==> src/rtl/ram_dp_core_if.sv <==
// Write/read port bundle for ram_dp_core; master = agent side, slave = RAM side.
interface ram_dp_core_if #(
    parameter int ADDR_W = 4,
    parameter int DATA_W = 8
);
    logic              wr_enb;
    logic [ADDR_W-1:0] wr_addr;
    logic [DATA_W-1:0] wr_data;
    logic              rd_enb;
    logic [ADDR_W-1:0] rd_addr;
    logic [DATA_W-1:0] rd_data;
    logic              rd_valid;
    logic              init_busy;
    logic              req_drop;
    logic              rd_parity_err;

    modport master (
        output wr_enb, wr_addr, wr_data, rd_enb, rd_addr,
        input  rd_data, rd_valid, init_busy, req_drop, rd_parity_err
    );

    modport slave (
        input  wr_enb, wr_addr, wr_data, rd_enb, rd_addr,
        output rd_data, rd_valid, init_busy, req_drop, rd_parity_err
    );
endinterface

==> src/rtl/ram_dp_core.sv <==
// Dual-port RAM, write-first, 1-cycle registered read; requests during the post-reset clear sweep are dropped (req_drop).
// Optional RAM_PARITY_EN stores an even-parity bit per word and flags mismatches on rd_parity_err.
module ram_dp_core #(
    parameter int                 ADDR_W   = 4,
    parameter int                 DATA_W   = 8,
    parameter logic [DATA_W-1:0]  INIT_VAL = '0
) (
    input  logic            clk,
    input  logic            rst,
    ram_dp_core_if.slave    bus
);
    localparam int DEPTH = 2 ** ADDR_W;
    localparam logic [ADDR_W-1:0] LAST_ADDR = {ADDR_W{1'b1}};
    localparam logic [1:0] ST_INIT = 2'd0;
    localparam logic [1:0] ST_RUN  = 2'd1;
`ifdef RAM_PARITY_EN
    localparam int MEM_W = DATA_W + 1;
`else
    localparam int MEM_W = DATA_W;
`endif

    function automatic logic [MEM_W-1:0] enc(input logic [DATA_W-1:0] d);
`ifdef RAM_PARITY_EN
        return {^d, d};
`else
        return d;
`endif
    endfunction

    logic [MEM_W-1:0]  mem [DEPTH];
    logic [1:0]        state_q, state_d;
    logic [ADDR_W-1:0] ptr_q, ptr_d;
    logic [DATA_W-1:0] rd_data_q, rd_data_d;
    logic              rd_valid_q, rd_valid_d;
    logic              req_drop_q, req_drop_d;
    logic              par_err_q, par_err_d;
    logic              run;
    logic              mem_we;
    logic [ADDR_W-1:0] mem_waddr;
    logic [MEM_W-1:0]  mem_wword;
    logic [MEM_W-1:0]  rd_word;
    logic              collide;

    assign run     = (state_q == ST_RUN);
    assign rd_word = mem[bus.rd_addr];
    assign collide = bus.wr_enb && (bus.wr_addr == bus.rd_addr);

    always_comb begin
        state_d = state_q;
        ptr_d   = ptr_q;
        case (state_q)
            ST_INIT: begin
                ptr_d = ptr_q + 1'b1;
                if (ptr_q == LAST_ADDR) state_d = ST_RUN;
            end
            ST_RUN: ;
            default: begin
                state_d = ST_INIT;
                ptr_d   = '0;
            end
        endcase
    end

    // The sweep owns the array write port; user writes only land in RUN.
    always_comb begin
        mem_we    = 1'b0;
        mem_waddr = bus.wr_addr;
        mem_wword = enc(bus.wr_data);
        if (state_q == ST_INIT) begin
            mem_we    = 1'b1;
            mem_waddr = ptr_q;
            mem_wword = enc(INIT_VAL);
        end else if (run && bus.wr_enb) begin
            mem_we    = 1'b1;
        end
    end

    always_ff @(posedge clk) begin
        if (mem_we) mem[mem_waddr] <= mem_wword;
    end

    always_comb begin
        rd_data_d  = rd_data_q;
        rd_valid_d = 1'b0;
        par_err_d  = 1'b0;
        req_drop_d = !run && (bus.wr_enb || bus.rd_enb);
        if (run && bus.rd_enb) begin
            rd_valid_d = 1'b1;
            if (collide) begin
                rd_data_d = bus.wr_data;
            end else begin
                rd_data_d = rd_word[DATA_W-1:0];
`ifdef RAM_PARITY_EN
                par_err_d = rd_word[DATA_W] != (^rd_word[DATA_W-1:0]);
`endif
            end
        end
    end

    always_ff @(posedge clk or negedge rst) begin
        if (!rst) begin
            state_q    <= ST_INIT;
            ptr_q      <= '0;
            rd_data_q  <= '0;
            rd_valid_q <= 1'b0;
            req_drop_q <= 1'b0;
            par_err_q  <= 1'b0;
        end else begin
            state_q    <= state_d;
            ptr_q      <= ptr_d;
            rd_data_q  <= rd_data_d;
            rd_valid_q <= rd_valid_d;
            req_drop_q <= req_drop_d;
            par_err_q  <= par_err_d;
        end
    end

    assign bus.rd_data       = rd_data_q;
    assign bus.rd_valid      = rd_valid_q;
    assign bus.init_busy     = !run;
    assign bus.req_drop      = req_drop_q;
    assign bus.rd_parity_err = par_err_q;
endmodule
==> src/flat_wrapper.sv <==
// flat-port wrapper written by rule: the top's interface ports become plain ports
module ram_dp_core_flat 
#(
    parameter int                 ADDR_W   = 4,
    parameter int                 DATA_W   = 8,
    parameter logic [DATA_W-1:0]  INIT_VAL = '0
)
  (clk, rst, bus_wr_enb, bus_wr_addr, bus_wr_data, bus_rd_enb, bus_rd_addr, bus_rd_data, bus_rd_valid, bus_init_busy, bus_req_drop, bus_rd_parity_err);
  ram_dp_core_if #(.ADDR_W(ADDR_W), .DATA_W(DATA_W)) bus_i ();
  input  logic clk;
  input  logic rst;
  input wire logic [$bits(bus_i.wr_enb)-1:0] bus_wr_enb;
  input wire logic [$bits(bus_i.wr_addr)-1:0] bus_wr_addr;
  input wire logic [$bits(bus_i.wr_data)-1:0] bus_wr_data;
  input wire logic [$bits(bus_i.rd_enb)-1:0] bus_rd_enb;
  input wire logic [$bits(bus_i.rd_addr)-1:0] bus_rd_addr;
  output wire logic [$bits(bus_i.rd_data)-1:0] bus_rd_data;
  output wire logic [$bits(bus_i.rd_valid)-1:0] bus_rd_valid;
  output wire logic [$bits(bus_i.init_busy)-1:0] bus_init_busy;
  output wire logic [$bits(bus_i.req_drop)-1:0] bus_req_drop;
  output wire logic [$bits(bus_i.rd_parity_err)-1:0] bus_rd_parity_err;
  assign bus_i.wr_enb = bus_wr_enb;
  assign bus_i.wr_addr = bus_wr_addr;
  assign bus_i.wr_data = bus_wr_data;
  assign bus_i.rd_enb = bus_rd_enb;
  assign bus_i.rd_addr = bus_rd_addr;
  assign bus_rd_data = bus_i.rd_data;
  assign bus_rd_valid = bus_i.rd_valid;
  assign bus_init_busy = bus_i.init_busy;
  assign bus_req_drop = bus_i.req_drop;
  assign bus_rd_parity_err = bus_i.rd_parity_err;
  ram_dp_core #(.ADDR_W(ADDR_W), .DATA_W(DATA_W), .INIT_VAL(INIT_VAL)) u_core (.clk(clk), .rst(rst), .bus(bus_i));
endmodule
==> config.mk <==
export PLATFORM = sky130hd
export DESIGN_NAME = ram_dp_core_flat
export DESIGN_NICKNAME = d
export VERILOG_FILES = /design/src/rtl/ram_dp_core_if.sv /design/src/rtl/ram_dp_core.sv /design/src/flat_wrapper.sv
export SDC_FILE = /design/constraint.sdc
export NUM_CORES = 1
export LEC_CHECK = 0
export CORE_UTILIZATION = 57
export DETAILED_ROUTE_END_ITERATION = 12
export PLACE_DENSITY = 0.76
export SYNTH_ARGS = -nofsm -noshare
export SYNTH_HDL_FRONTEND = slang
export SYNTH_SLANG_ARGS = --single-unit
==> constraint.sdc <==
create_clock -name clk -period 3.05 [get_ports clk]
set_input_delay 0.61 -clock clk [delete_from_list [all_inputs] [get_ports clk]]
set_output_delay 0.61 -clock clk [all_outputs]
set_load 0.005 [all_outputs]
==> results.md <==
* Fin cells at 489
* Clk Tree Root Cell: clkbuf_8
* TritonCTS buffer count at 17
* Min-delay worst type: reg2reg
* Delay-heaviest family, CP: compound AO/OA/AOI/OAI gates
* Initial DRT Pass Iterations at 5
* Distinct cells, synth at 38
* Area after DPL at 6276 sq um
* Worst Path Buf+Inv at 1
* Cell area after layout at 6900 sq um
* Slew Limit Fails at 0
* 1st-iter DRT viols at 299
* Yosys warning count at 0
* Ratio of cells with drive above 1 in the final layout at 16.01%
* CTS resizes at 0
* GPL Wtd Cong at 0.8160
* Die Y at 103.2 um
* Slowest cell delay on critical path at 0.73 ns
* CP Max Fanout at 26
* Hold Buf Count CTS at 0
* Fmax at 432.1 MHz
* CTS tree: done
* Reg area at 4219 sq um
* Slowest CP cell: a41oi_1
* Synthesized cell area at 5843 sq um
* Max transition margin at 35.96%
* Synth area leaders: edfxtp_1 66%, mux4_1 8.1%, dfrtp_1 6.4%
* Vias at 3,133
* Critical Path AT at 2.77 ns
* Endpoint type of the worst setup path: register
* Setup-failing EPs final at 0
* Gr ovfl total at 0
* Area fraction of the dominant cell type after synthesis at 65.78%
* Cells after DPL at 459
* Critical-path cell list: buf_4 > nand2_1 > a41oi_1 > a21boi_0 > a221o_1
* Insertion delay to the later sink of the worst-skew pair at 0.53 ns
* Worst slew pin tran at 0.9570 ns
* HPWL after DPL at 7106 um
* Fin crit period at 2.314 ns
* Worst setup SP type: register
* Post-Syn Area per Cell at 19.28 sq um
* Initial antenna violation count at 0
* Clock Tree Buf Depth at 2
* First-pass GRT wire length at 18,310 um
* Nets at 366
* Outcome: completed
* RSZ-0062 raised after global routing: false
* # DRC at 0
* Area of the multi-input gates at 1481 sq um
* Post-layout util at 69.95%
* Critical path class: reg2reg
* Filler cells at 586
* Period Utilization, post-route at 75.87%
* # diodes at 0
* Setup TNS at 0 ns
* Die outline area at 10,660 sq um
* Final Hold Viols at 0
* # Post-CTS Setup Buffers at 0
* Max cap viols at 0
* Initial Util at 59.23%
* Clock transition at the registers of the reported paths at 0.06 ns
* Leakage power at 2.380 nW
* Final ANT Viol Nets at 0
* Clk_skew at 0.006791 ns
* Clock sink total at 143
* Vias in the first global route at 3,097
* Core area at 9864 sq um
* Largest net degree at the start of global routing at 34
* Die W at 103.2 um
* Syn Nets at 324
* # rows at 36
* DRT Wirelength at 12,200 um
* Sequential fraction of the synthesis area at 72.21%
* Via density at 6.407
* Htree depth at 4
* Port buffer count at 30
* Io pins at 32
* Critical path required time at 3.51 ns
* Worst hold slack at 0.5238 ns
* GRT Total Usage at 25.65%
* Area Growth Syn to Fin at 18.09%
* Top cell type by total area after synthesis: edfxtp_1
* Routed wire per std cell at 24.94 um
* Power Density at 669.3 nW/um^2
* Worst vdd ir at 0.0005241 V
* Synth Register Bits at 143
* Cells after Synth at 303
layout make-up:
type / count / share of cell area [%]
Clock buffer: 17 / 6.002
Clock inverter: 13 / 3.046
Inverter: 3 / 0.1632
Multi-Input combinational cell: 138 / 21.47
Sequential cell: 143 / 61.14
Tap cell: 133 / 2.412
Timing Repair Buffer: 42 / 5.766
Yosys cell counts:
cell type    n
xnor2_1      3
and3_1       1
inv_1        2
clkbuf_1     6
and2_1       9
a41oi_1      1
mux4_2      14
ha_1         1
o22ai_1      1
buf_2        3
mux4_1      18
o32a_1       1
edfxtp_1   128
a31oi_1      3
clkbuf_2     1
a221o_1      8
a21boi_1     7
buf_6        2
nor3_1       2
nand3_1      2
nand4_1      2
buf_12       2
nor3b_1      1
dfrtp_1     15
a21boi_0     1
mux2i_1      3
clkinv_1     1
nor2b_1      3
xor2_1       5
buf_4        2
conb_1       1
a21oi_1      2
a32oi_1      2
nand2_1      5
nor2_1      25
buf_1        3
mux2_2       1
a22oi_1     16
flip-flops by register name (all words and copies together), names as in the netlist:
name                 cells
u_core.state_q           1
u_core.bus.rd_valid      1
u_core.mem             128
u_core.ptr_q             4
u_core.bus.req_drop      1
u_core.bus.rd_data       8
stage by stage:
step                power, W  setup WS (ns)
global placement    0.002460         0.4291
CTS                 0.004638         0.7614
detailed placement  0.002466         0.3915
finish              0.004618         0.7359
floorplan           0.002354          1.012
global route        0.004742         0.6123
worst paths after layout:
path	start	to	slack, ns	cells past startpoint
min reg2reg	u_core.bus.rd_data[1]	u_core.bus.rd_data[1]	0.52	1
min in group asynchronous	rst	u_core.ptr_q[1]	0.55	1
max in group asynchronous	rst	u_core.bus.rd_data[1]	2.01	1
min	u_core.bus.rd_data[1]	u_core.bus.rd_data[1]	0.52	1
max reg2reg	u_core.state_q[0]	u_core.bus.rd_data[5]	0.74	5
max	u_core.state_q[0]	u_core.bus.rd_data[5]	0.74	5
cell families (layout without fill, tap and decap cells):
kind of cell,after synthesis,count (layout),share of synthesized area [%]
AO/OA/AOI/OAI,42,42,5.675
XOR/XNOR,8,8,1.199
adder cells (fa/ha/maj),1,1,0.2141
buffers and inverters,22,75,2.441
flip-flops,143,143,72.21
multiplexers,36,36,14.20
other,1,1,0.06418
AND/OR/NAND/NOR,50,50,4.004
placed cells by master, fill, tap and decap left out, drive strengths merged, types with 8 or more instances in the layout:
cell type      count
and2               9
nor2              25
a22oi             16
mux4              32
dfrtp             15
buf               13
a21boi             8
clkbuf            17
edfxtp           128
a221o              8
clkdlybuf4s50     29
metal layers:
metal / vias up / share of wire (%) / GRT usage (%) / routed length [um]
li1: 1329 / - / - / -
met1: 1601 / 40 / 34.30 / 4874
met2: 176 / 49 / 40.26 / 6035
met3: 27 / 8.5 / 7.796 / 1037
met4: 0 / 2.0 / 9.859 / 249
met5: - / 0 / 0 / 0
report_power, final:
| group | internal [W] | switching, W | leakage (nW) |
|---|---|---|---|
| clock network | 0.00141 | 0.000781 | 0.302 |
| logic | 0.000122 | 0.000135 | 0.732 |
| registers | 0.00216 | 0.0000132 | 1.35 |
Power figures use the tool's default switching activity.
